===== src/rtl/if_id_pkg.sv =====
// Shared definitions for the IF/ID fetch queue: default data width, the bubble
// instruction presented to decode, and the queue entry layout.
package if_id_pkg;

    localparam int unsigned IF_ID_DATA_W = 32;

    // MOV r0,r0: decode sees this whenever the queue has no valid head.
    localparam logic [31:0] IF_ID_NOP = 32'hE1A00000;

    typedef struct packed {
        logic [IF_ID_DATA_W-1:0] pc;
        logic [IF_ID_DATA_W-1:0] instr;
    } if_id_entry_t;

endpackage : if_id_pkg


===== src/rtl/if_id_fetch_queue_if.sv =====
// IF/ID queue handshake bundle.
//   fetch side : In_Valid, PC_in, Instruction_in -> In_Ready
//   decode side: Out_Valid, PC_out, Instruction_out, Freeze
//   control    : Branch_Taken (flush)
// slave = the queue, master = the surrounding pipeline.
interface if_id_fetch_queue_if
    import if_id_pkg::*;
#(
    parameter int unsigned DATA_W = IF_ID_DATA_W
);
    logic              Branch_Taken;
    logic              In_Valid;
    logic [DATA_W-1:0] PC_in;
    logic [DATA_W-1:0] Instruction_in;
    logic              In_Ready;
    logic              Freeze;
    logic              Out_Valid;
    logic [DATA_W-1:0] PC_out;
    logic [DATA_W-1:0] Instruction_out;

    modport slave (
        input  Branch_Taken, In_Valid, PC_in, Instruction_in, Freeze,
        output In_Ready, Out_Valid, PC_out, Instruction_out
    );

    modport master (
        output Branch_Taken, In_Valid, PC_in, Instruction_in, Freeze,
        input  In_Ready, Out_Valid, PC_out, Instruction_out
    );
endinterface : if_id_fetch_queue_if


===== src/rtl/if_id_queue_mem.sv =====
// Storage array for the fetch queue: DEPTH x W flops, one synchronous write
// port and one combinational read port. No reset; validity is tracked by the
// owner's count.
//   clk      : rising-edge clock
//   wr_en    : write strobe
//   wr_addr  : write slot
//   wr_data  : entry to store
//   rd_addr  : read slot
//   rd_data  : entry at rd_addr (combinational)
module if_id_queue_mem #(
    parameter int unsigned DEPTH = 2,
    parameter int unsigned W     = 64
) (
    input  logic                     clk,
    input  logic                     wr_en,
    input  logic [$clog2(DEPTH)-1:0] wr_addr,
    input  logic [W-1:0]             wr_data,
    input  logic [$clog2(DEPTH)-1:0] rd_addr,
    output logic [W-1:0]             rd_data
);
    logic [W-1:0] mem [DEPTH];

    // Write port.
    always_ff @(posedge clk) begin
        if (wr_en) begin
            mem[wr_addr] <= wr_data;
        end
    end

    assign rd_data = mem[rd_addr];

endmodule : if_id_queue_mem


===== src/rtl/if_id_fetch_queue.sv =====
// Decoupling queue between fetch and decode. Buffers up to DEPTH {PC, instr}
// pairs, backpressures fetch via In_Ready, holds its head while decode asserts
// Freeze, and flushes all entries in one cycle on Branch_Taken.
// All bus outputs are registered: the head is computed from next-state
// pointers so a pushed entry is visible one cycle later.
//   clk, rst : clock, asynchronous active-low reset
//   bus      : if_id_fetch_queue_if slave (handshake + head outputs)
//   Stall_Count, Flush_Count : saturating perf counters, only when
//                              IF_ID_PERF_CNT_EN is defined
module if_id_fetch_queue
    import if_id_pkg::*;
#(
    parameter int unsigned DEPTH  = 2,
    parameter int unsigned DATA_W = IF_ID_DATA_W
) (
    input  logic                clk,
    input  logic                rst,
`ifdef IF_ID_PERF_CNT_EN
    output logic [31:0]         Stall_Count,
    output logic [31:0]         Flush_Count,
`endif
    if_id_fetch_queue_if.slave  bus
);
    localparam int unsigned PTR_W   = $clog2(DEPTH);
    localparam int unsigned CNT_W   = $clog2(DEPTH) + 1;
    localparam int unsigned ENTRY_W = 2 * DATA_W;

    logic [PTR_W-1:0]   rd_ptr, rd_ptr_next;
    logic [PTR_W-1:0]   wr_ptr, wr_ptr_next;
    logic [CNT_W-1:0]   count, count_next;
    logic               out_valid_q, in_ready_q;
    logic [DATA_W-1:0]  pc_q, instr_q;

    logic               push, pop, mem_wr_en, head_bypass;
    logic [ENTRY_W-1:0] wr_data, rd_data, head_next;

    assign push    = bus.In_Valid & in_ready_q;
    assign pop     = out_valid_q & ~bus.Freeze;
    assign wr_data = {bus.PC_in, bus.Instruction_in};

    // Next-state pointers and count; flush overrides push and pop.
    always_comb begin
        rd_ptr_next = rd_ptr;
        wr_ptr_next = wr_ptr;
        count_next  = count;
        mem_wr_en   = 1'b0;
        if (bus.Branch_Taken) begin
            rd_ptr_next = wr_ptr;
            count_next  = '0;
        end else begin
            if (push) begin
                wr_ptr_next = PTR_W'(wr_ptr + PTR_W'(1));
                mem_wr_en   = 1'b1;
            end
            if (pop) begin
                rd_ptr_next = PTR_W'(rd_ptr + PTR_W'(1));
            end
            case ({push, pop})
                2'b10:   count_next = CNT_W'(count + CNT_W'(1));
                2'b01:   count_next = CNT_W'(count - CNT_W'(1));
                default: count_next = count;
            endcase
        end
    end

    if_id_queue_mem #(
        .DEPTH (DEPTH),
        .W     (ENTRY_W)
    ) u_mem (
        .clk     (clk),
        .wr_en   (mem_wr_en),
        .wr_addr (wr_ptr),
        .wr_data (wr_data),
        .rd_addr (rd_ptr_next),
        .rd_data (rd_data)
    );

    // The slot being written this cycle becomes the new head when the queue is
    // empty (no pop) or drains to it (count 1 with pop): forward the input.
    always_comb begin
        head_bypass = push & ~bus.Branch_Taken & (wr_ptr == rd_ptr_next);
        head_next   = head_bypass ? wr_data : rd_data;
    end

    // State and registered outputs; an empty queue presents a NOP bubble.
    always_ff @(posedge clk or negedge rst) begin
        if (!rst) begin
            rd_ptr      <= '0;
            wr_ptr      <= '0;
            count       <= '0;
            out_valid_q <= 1'b0;
            in_ready_q  <= 1'b1;
            pc_q        <= '0;
            instr_q     <= DATA_W'(IF_ID_NOP);
        end else begin
            rd_ptr      <= rd_ptr_next;
            wr_ptr      <= wr_ptr_next;
            count       <= count_next;
            out_valid_q <= (count_next != '0);
            in_ready_q  <= (count_next != CNT_W'(DEPTH));
            if (count_next != '0) begin
                pc_q    <= head_next[ENTRY_W-1:DATA_W];
                instr_q <= head_next[DATA_W-1:0];
            end else begin
                pc_q    <= '0;
                instr_q <= DATA_W'(IF_ID_NOP);
            end
        end
    end

    assign bus.Out_Valid       = out_valid_q;
    assign bus.In_Ready        = in_ready_q;
    assign bus.PC_out          = pc_q;
    assign bus.Instruction_out = instr_q;

`ifdef IF_ID_PERF_CNT_EN
    // Saturating counters: blocked fetch cycles and flush cycles.
    always_ff @(posedge clk or negedge rst) begin
        if (!rst) begin
            Stall_Count <= '0;
            Flush_Count <= '0;
        end else begin
            if (bus.In_Valid && !in_ready_q && (Stall_Count != 32'hFFFF_FFFF)) begin
                Stall_Count <= Stall_Count + 32'd1;
            end
            if (bus.Branch_Taken && (Flush_Count != 32'hFFFF_FFFF)) begin
                Flush_Count <= Flush_Count + 32'd1;
            end
        end
    end
`endif

endmodule : if_id_fetch_queue


===== src/flat_wrapper.sv =====
// flat-port wrapper written by rule: the top's interface ports become plain ports
module if_id_fetch_queue_flat import if_id_pkg::*;
#(
    parameter int unsigned DEPTH  = 2,
    parameter int unsigned DATA_W = IF_ID_DATA_W
)
  (clk, rst, bus_Branch_Taken, bus_In_Valid, bus_PC_in, bus_Instruction_in, bus_Freeze, bus_In_Ready, bus_Out_Valid, bus_PC_out, bus_Instruction_out);
  if_id_fetch_queue_if #(.DATA_W(DATA_W)) bus_i ();
  input  logic clk;
  input  logic rst;
  input wire logic [$bits(bus_i.Branch_Taken)-1:0] bus_Branch_Taken;
  input wire logic [$bits(bus_i.In_Valid)-1:0] bus_In_Valid;
  input wire logic [$bits(bus_i.PC_in)-1:0] bus_PC_in;
  input wire logic [$bits(bus_i.Instruction_in)-1:0] bus_Instruction_in;
  input wire logic [$bits(bus_i.Freeze)-1:0] bus_Freeze;
  output wire logic [$bits(bus_i.In_Ready)-1:0] bus_In_Ready;
  output wire logic [$bits(bus_i.Out_Valid)-1:0] bus_Out_Valid;
  output wire logic [$bits(bus_i.PC_out)-1:0] bus_PC_out;
  output wire logic [$bits(bus_i.Instruction_out)-1:0] bus_Instruction_out;
  assign bus_i.Branch_Taken = bus_Branch_Taken;
  assign bus_i.In_Valid = bus_In_Valid;
  assign bus_i.PC_in = bus_PC_in;
  assign bus_i.Instruction_in = bus_Instruction_in;
  assign bus_i.Freeze = bus_Freeze;
  assign bus_In_Ready = bus_i.In_Ready;
  assign bus_Out_Valid = bus_i.Out_Valid;
  assign bus_PC_out = bus_i.PC_out;
  assign bus_Instruction_out = bus_i.Instruction_out;
  if_id_fetch_queue #(.DEPTH(DEPTH), .DATA_W(DATA_W)) u_core (.clk(clk), .rst(rst), .bus(bus_i));
endmodule

===== config.mk =====
export PLATFORM = sky130hd
export DESIGN_NAME = if_id_fetch_queue_flat
export DESIGN_NICKNAME = d
export VERILOG_FILES = /design/src/rtl/if_id_pkg.sv /design/src/rtl/if_id_fetch_queue_if.sv /design/src/rtl/if_id_queue_mem.sv /design/src/rtl/if_id_fetch_queue.sv /design/src/flat_wrapper.sv
export SDC_FILE = /design/constraint.sdc
export NUM_CORES = 1
export LEC_CHECK = 0
export CAP_MARGIN = 20
export CORE_AREA = 3 3 94 185
export DETAILED_ROUTE_END_ITERATION = 10
export DIE_AREA = 0 0 97 188
export GPL_TIMING_DRIVEN = 0
export PLACE_DENSITY_LB_ADDON = 0.25
export RECOVER_POWER = 50
export SLEW_MARGIN = 20
export SYNTH_ARGS = -nofsm -noshare
export SYNTH_HDL_FRONTEND = slang
export SYNTH_HIERARCHICAL = 1
export SYNTH_SLANG_ARGS = --single-unit

===== constraint.sdc =====
create_clock -name clk -period 6.5 [get_ports clk]
set_input_delay 1.3 -clock clk [delete_from_list [all_inputs] [get_ports clk]]
set_output_delay 1.3 -clock clk [all_outputs]
set_load 0.03 [all_outputs]

==> qor.txt, run 1 <==
CELLS AND AREA
----------------------------------------------------------------------------------------
Ratio of cells with drive above 1 in the final layout                              18.1%
Net count reported at finish                                                         747
Area added between synthesis and finish                                            28.4%

DRT
----------------------------------------------------------------------------------------
Antenna viol nets, final                                                               0
Number of detailed-routing iterations run before antenna repair                        4
WL per Instance                                                                  20.2 um
Residual DRC count                                                                     0
DRC marker count from the first detailed-route iteration                             273
Total via count after detailed routing                                              4827
Drt total wl                                                                     18.1 mm
DR vias/cell                                                                        5.39

STA
----------------------------------------------------------------------------------------
Total count of hold-check failures in the final report                                 0
Unrepaired setup endpoints after global routing                                       no
Clock Skew                                                                     0.0126 ns
Remaining max-slew budget at the tightest pin                                      -114%
Least setup slack across all paths after layout                                  1.99 ns
Final setup TNS                                                                     0 ns
Setup-violating endpoint count in the final report                                     0
Portion of the clock cycle consumed by the worst path in the final layout          69.4%
Fin. max-slew vios                                                                    54
Final Critical Period                                                            4.51 ns
Tightest Pin Transition                                                          3.22 ns
Peak clock frequency supported by timing                                         222 MHz

RUN STATUS
----------------------------------------------------------------------------------------
Outcome                                                                     complete, but fails checks
Violations in the final reports                                             max-capacitance violations, max-slew violations

FLOW RUN
----------------------------------------------------------------------------------------
Maximum capacitance violations                                                         1

SYNTH
----------------------------------------------------------------------------------------
Post-Syn Area                                                                 7970 sq um
Synthesized net count                                                                590
Top-area cell type share of the netlist area                                       48.2%
Async SR Flop Fraction                                                             35.4%
Yosys warning total                                                                    6
Number of flops mapped to enable cells by yosys                                      128
Fraction of the yosys area taken by sequential cells                               70.3%
Synth Instances                                                                      520
Library cells used by synthesis                                                       28
Top flip-flop cell by instance count after synthesis                            edfxtp_1
Most repeated cell in the gate-level netlist after synthesis                    edfxtp_1
Area leader, netlist                                                            edfxtp_1
Top cell types by occurrence after synthesis                                128 x edfxtp_1, 70 x nand3_1, 63 x dfrtp_1, 60 x mux2_4, 59 x a21oi_1
Average cell area after synthesis                                             15.3 sq um
Cells taking the most area after synthesis                                  edfxtp_1 48%, dfrtp_1 20%, mux2_4 11%, nand3_1 4.4%, a21oi_1 3.7%
#FFs+latches synth                                                                   198

GRT
----------------------------------------------------------------------------------------
Antenna violations before repair                                                       1
Number of global-route vias before repair                                           5280
Pin count of the biggest net entering global routing                                  54
Global-route wire length before repair                                           28.9 mm
Total congestion overflow after global routing                                         0
Overall routing resource usage                                                     20.5%

CRITICAL PATH
----------------------------------------------------------------------------------------
Standard cell with the maximum stage delay on the critical path                 clkbuf_1
Top fanout value on the critical path                                                 53
Critical path start-end classification                                      input port to asynchronous set/reset pin
Startpoint of the most critical setup path                                           rst
CP Buf/Inv Count                                                                       2
Worst path top cell family by delay                                         buffers and inverters
Startpoint of the lowest-slack register-to-register path                    u_core/bus.Out_Valid
Sequence of cells on the critical path                                      clkbuf_1 > clkbuf_1
Category of the worst setup path capture point                              asynchronous set/reset pin
Data required time at the worst endpoint                                         6.32 ns
Critical path's largest stage delay                                              2.32 ns
Crit-path most repeated cell                                                    clkbuf_1
Startpoint kind of the worst setup timing path                                input port
Arrival time at the worst endpoint                                               4.33 ns

POWER
----------------------------------------------------------------------------------------
Power per Cell Area                                                          416 nW/um^2
Maximum resistive drop on vdd                                                   0.249 mV
Static power due to leakage                                                      3.91 nW

CLOCK NETWORK
----------------------------------------------------------------------------------------
Clock network latency to the later pin of the worst-skew pair                    0.43 ns
Clock root cell                                                                clkbuf_16
Clock buffer count from CTS                                                           17
Post-cts sizing count                                                                  0
Setup fix buffers added after clock tree synthesis                                     0
Clk sinks                                                                            198
Clock tree from TritonCTS                                                          built
Clock transition at the registers of the reported paths                          0.07 ns
CTS Buffer Depth                                                                       2
Hold buffer count at CTS                                                               0
Number of H-tree levels                                                                4

FLOORPLAN
----------------------------------------------------------------------------------------
Die ar.                                                                      18200 sq um
Die extent in y                                                                   188 um
Num ports                                                                            135
Number of placement rows                                                              66
Die width                                                                          97 um
CORE AREA                                                                    16300 sq um
Initial Utilization                                                                49.0%

PLACED DESIGN
----------------------------------------------------------------------------------------
Detailed placement HPWL                                                          12.0 mm
Final estimated routing congestion in global placement                             0.758
I/O Buffers                                                                          134
Pre-CTS worst setup slack                                                        2.04 ns

MIN PATH
----------------------------------------------------------------------------------------
Hold path startpoint                                                        u_core/u_mem/mem[1][24]
Worst min path class                                                        flop to flop

## layout make-up
cell class / instances / area (sq um)
Tap cell: 204 / 255
Inverter: 2 / 7.51
Multi-Input combinational cell: 280 / 2110
Antenna cell: 1 / 2.50
Sequential cell: 198 / 5600
Timing Repair Buffer: 138 / 1410
Buffer: 40 / 265
Clock inverter: 13 / 138
Fill cell: 1228 / 6030
Clock buffer: 19 / 443
## final timing paths
path	cells past startpoint	end	slack [ns]
max in group clk	9	u_core/bus.PC_out[10]	2.38
hold / removal	3	u_core/bus.Instruction_out[24]	0.63
hold reg to reg	3	u_core/bus.Instruction_out[24]	0.63
setup / recovery	2	u_core/bus.PC_out[18]	1.99
min in group asynchronous	1	u_core/bus.PC_out[2]	0.98
setup reg to reg	8	u_core/bus.PC_out[10]	3.39
## registers in the layout (all words and copies together) (netlist names)
register / cells
u_core/u_mem/mem: 128
u_core/bus.Instruction_out: 32
u_core/bus.PC_out: 32
u_core/count: 2
u_core/bus.In_Ready: 1
u_core/bus.Out_Valid: 1
u_core/rd_ptr: 1
u_core/wr_ptr: 1
## cells by family (layout without fill, tap and decap cells)
family | count (synthesis) | in the layout | share of synthesized area, %
flops | 198 | 198 | 70.3
compound gates | 126 | 126 | 7.96
simple gates | 82 | 82 | 5.26
mux | 64 | 64 | 11.9
buf+inv | 42 | 212 | 3.44
xor+xnor | 7 | 7 | 1.05
fa+ha+maj | 1 | 1 | 0.157
other cells | 0 | 1 | 0
## layer usage
metal  part of all wire [%]  vias up  wire [um]  GRT usage [%]
li1                       -     2253          -              -
met1                     38     2404       6810           23.4
met2                     57      141      10300           37.7
met3                    3.2       29        575           3.54
met5                      0        -          0              0
met4                    2.1        0        376           7.63
## report_power, final
part	total, W	switching, W	internal (W)	leakage (nW)
registers	0.00162	0.0000630	0.00156	2.08
clock network	0.00103	0.000479	0.000553	0.285
logic	0.00161	0.000965	0.000642	1.55
total	0.00426	0.00151	0.00276	3.91
## tightest hold or removal path: stages, from the launching register on
cell and delay (ns):
edfxtp_1 0.32, mux2_4 0.13, o21ai_0 0.06, nand3_1 0.08
## layout by cell type (no fill, tap or decap), drive strengths merged, types with 2 or more instances in the layout
| cell | netlist | layout |
|---|---|---|
| clkdlybuf4s50 | 0 | 38 |
| clkinv | 0 | 4 |
| inv | 2 | 9 |
| a21oi | 59 | 59 |
| edfxtp | 128 | 128 |
| buf | 21 | 23 |
| xnor2 | 4 | 4 |
| o21ai | 66 | 66 |
| xor2 | 3 | 3 |
| dlygate4sd3 | 0 | 95 |
| mux2 | 64 | 64 |
| dfrtp | 63 | 63 |
| clkbuf | 19 | 41 |
| nor2b | 5 | 5 |
| dfstp | 7 | 7 |
| nand3 | 70 | 70 |
| nand2 | 2 | 2 |
## metrics by stage
stage	hold WS (ns)	util (%)	total power, W	cells	instance area (sq um)
finish	0.629	62.9	0.00426	895	10200
detailed placement	0.619	59.5	0.00329	862	9680
global placement	0.573	58.8	0.00325	858	9570
CTS	0.634	63.1	0.00433	894	10300
floorplan	0.552	-	0.00272	520	7970
global route	0.669	62.9	0.00446	895	10200
(Power assumes the default switching activity.)
==> run 2, diff against run 1 <==
==> constraint.sdc (replaced) <==
create_clock -name clk -period 4.18 [get_ports clk]
set_input_delay 0.836 -clock clk [delete_from_list [all_inputs] [get_ports clk]]
set_output_delay 0.836 -clock clk [all_outputs]
set_load 0.03 [all_outputs]
==> run 2 against run 1 <==
The run still ends with max-capacitance violations, max-slew violations left. Combinational power up 55%. Register-to-register slack worse by 2.4 ns. Die area unchanged. Sequential share of layout area down 0.11 points. Clock skew up 0.0019 ns. First-iteration DRC count down 23%. Routed wire length down 1.8%. Utilization up 0.12 points. Critical endpoint is now u_core/u_mem/mem[0][12].
==> qor.txt, run 2 (synthesized netlist as in run 1, its figures left out) <==
FLOORPLAN
----------------------------------------------------------------------------------------
Die width                                                                          97 um   unchanged
Die extent in y                                                                   188 um   unchanged
Die ar.                                                                      18200 sq um   unchanged
Number of placement rows                                                              66   unchanged
Num ports                                                                            135   unchanged
CORE AREA                                                                    16300 sq um   unchanged
Initial Utilization                                                                49.0%   unchanged

STA
----------------------------------------------------------------------------------------
Remaining max-slew budget at the tightest pin                                     -6.54%   +110 points
Portion of the clock cycle consumed by the worst path in the final layout          85.5%
Fin. max-slew vios                                                                    26   -52%
Total count of hold-check failures in the final report                                 0   unchanged
Final Critical Period                                                            3.58 ns
Unrepaired setup endpoints after global routing                                       no
Final setup TNS                                                                     0 ns   unchanged
Clock Skew                                                                     0.0145 ns   +0.00187 ns
Peak clock frequency supported by timing                                         280 MHz
Setup-violating endpoint count in the final report                                     0   unchanged
Tightest Pin Transition                                                          1.60 ns   -1.62 ns
Least setup slack across all paths after layout                                 0.604 ns   -1.38 ns

RUN STATUS
----------------------------------------------------------------------------------------
Outcome                                                                     complete, but fails checks
Violations in the final reports                                             max-capacitance violations, max-slew violations

CELLS AND AREA
----------------------------------------------------------------------------------------
Flip-flop count of the largest register after layout                                 128   unchanged
Ratio of cells with drive above 1 in the final layout                              18.4%   +0.29 points
Area added between synthesis and finish                                            28.6%
Commonest cells after routing, fill and taps aside                          128 x edfxtp_1, 95 x dlygate4sd3_1, 70 x nand3_1
Net count reported at finish                                                         747   unchanged
Most frequent standard cell in the layout excluding fill and tap cells          edfxtp_1
Largest register by flop count                                              u_core/u_mem/mem
Area used by sequential logic in the layout                                   5600 sq um   unchanged
Number of fill cells in the layout                                                  1248   +1.6%
Area of combinational cells with multiple inputs                              2110 sq um   unchanged
Final std cell area, no fill                                                 10300 sq um   +0.20%
Number of antenna diodes                                                               0   -1
Non-filler instance count after layout                                               894   -0.11%

CLOCK NETWORK
----------------------------------------------------------------------------------------
Post-cts sizing count                                                                  0   unchanged
Clock transition at the registers of the reported paths                          0.07 ns   about the same
Clock network latency to the later pin of the worst-skew pair                    0.43 ns   about the same
Clock tree from TritonCTS                                                          built
Clk sinks                                                                            198   unchanged
Clock buffer count from CTS                                                           17   unchanged
Setup fix buffers added after clock tree synthesis                                     0   unchanged
Clock root cell                                                                clkbuf_16
Number of H-tree levels                                                                4   unchanged
Hold buffer count at CTS                                                               0   unchanged
CTS Buffer Depth                                                                       2   unchanged

GRT
----------------------------------------------------------------------------------------
Number of global-route vias before repair                                           5180   -1.9%
Antenna violations before repair                                                       0   -1
Total congestion overflow after global routing                                         0   unchanged
Overall routing resource usage                                                     19.9%   -0.54 points
Global-route wire length before repair                                           28.1 mm   -2.7%
Pin count of the biggest net entering global routing                                  47   -13%

DRT
----------------------------------------------------------------------------------------
DR vias/cell                                                                        5.39   -0.14%
Residual DRC count                                                                     0   unchanged
Total via count after detailed routing                                              4815   -0.25%
DRC marker count from the first detailed-route iteration                             211   -23%
Antenna viol nets, final                                                               0   unchanged
Routed met2 length                                                               10.0 mm   -2.8%
Drt total wl                                                                     17.7 mm   -1.8%
DR top layer                                                                        met4
Met3 routed wirelength                                                            639 um   +11%
WL per Instance                                                                  19.8 um   -1.7%
Number of detailed-routing iterations run before antenna repair                        4   unchanged
Met1 WL                                                                          6.68 mm   -1.9%

CRITICAL PATH
----------------------------------------------------------------------------------------
Category of the worst setup path capture point                                      flop
Startpoint of the lowest-slack register-to-register path                    u_core/bus.In_Ready
Data required time at the worst endpoint                                         4.30 ns   -2.02 ns
Top fanout value on the critical path                                                 24   -55%
Arrival time at the worst endpoint                                               3.70 ns   -0.63 ns
Startpoint of the most critical setup path                                  bus_In_Valid
Standard cell with the maximum stage delay on the critical path                  nor2b_4
Critical path's largest stage delay                                              0.68 ns   -1.64 ns
Sequence of cells on the critical path                                      clkdlybuf4s50_1 > nand2_1 > or2_1 > clkbuf_1 > inv_1 > clkbuf_1 > nor2b_4 > buf_12 > buf_12
Startpoint kind of the worst setup timing path                                input port
Critical path start-end classification                                      input port to flop

POWER
----------------------------------------------------------------------------------------
Maximum resistive drop on vdd                                                   0.367 mV   +47%
Static power due to leakage                                                      3.93 nW   +0.33%
Power per Cell Area                                                          646 nW/um^2   +55%
PnR Total Power                                                                0.00663 W   +55%

FLOW RUN
----------------------------------------------------------------------------------------
Maximum capacitance violations                                                         1   unchanged

PLACED DESIGN
----------------------------------------------------------------------------------------
Cell Area, Placed                                                             9670 sq um   about the same
I/O Buffers                                                                          134   unchanged
Detailed placement HPWL                                                          12.2 mm   +1.5%
Number of placed cells counting well taps                                            862   unchanged
Final estimated routing congestion in global placement                             0.787   +3.8%
Pre-CTS worst setup slack                                                       0.278 ns   -1.76 ns

MIN PATH
----------------------------------------------------------------------------------------
Worst min path class                                                        flop to flop
Hold path startpoint                                                        u_core/count[1]

[run 2: cell count changes in the layout (fill, tap and decap cells not counted), sizes merged]
cell    previous run  this run
diode              1         0
buf               23        24
inv                9        11
clkbuf            41        38
[run 2: through the flow]
stage	hold slack, ns	utilization, %
after CTS	0.321	63.1
after global routing	0.666	63.0
after global placement	0.588	58.8
after floorplan	0.540	-
final	0.641	63.0
after detailed placement	0.629	59.5
[run 2: layout make-up]
class                           instances  share of cell area, %
Buffer                                 40                   2.59
Clock buffer                           17                   4.15
Clock inverter                         15                   1.57
Inverter                                2                 0.0732
Multi-Input combinational cell        280                   20.5
Sequential cell                       198                   54.6
Tap cell                              204                   2.49
Timing Repair Buffer                  138                   13.9
[run 2: power breakdown]
group | leakage (nW) | switching [W] | internal, W
sequential | 2.08 | 0.0000956 | 0.00242
combinational | 1.55 | 0.00149 | 0.000999
clock | 0.289 | 0.000759 | 0.000852
[run 2: path summary, 6_finish.rpt]
| check | end | slack, ns | cells after the start |
|---|---|---|---|
| max reg2reg | u_core/u_mem/mem[0][12] | 0.95 | 8 |
| min | u_core/count[1] | 0.64 | 2 |
| max in group asynchronous | u_core/bus.Instruction_out[21] | 2.40 | 2 |
| min in group asynchronous | u_core/bus.PC_out[10] | 0.80 | 1 |
| max | u_core/u_mem/mem[0][12] | 0.60 | 9 |
| min reg2reg | u_core/count[1] | 0.64 | 2 |
[run 2: per-layer routing]
| layer | GRT usage, % | vias to the layer above |
|---|---|---|
| met2 | 37.2 | 133 |
| li1 | - | 2242 |
| met1 | 22.3 | 2417 |
| met5 | 0 | - |
| met4 | 8.00 | 0 |
| met3 | 3.09 | 23 |
[run 2: critical path, delay by kind of cell]
family / cells / cell delay (ns)
buf+inv: 6 / 1.79
simple gates: 3 / 1.05
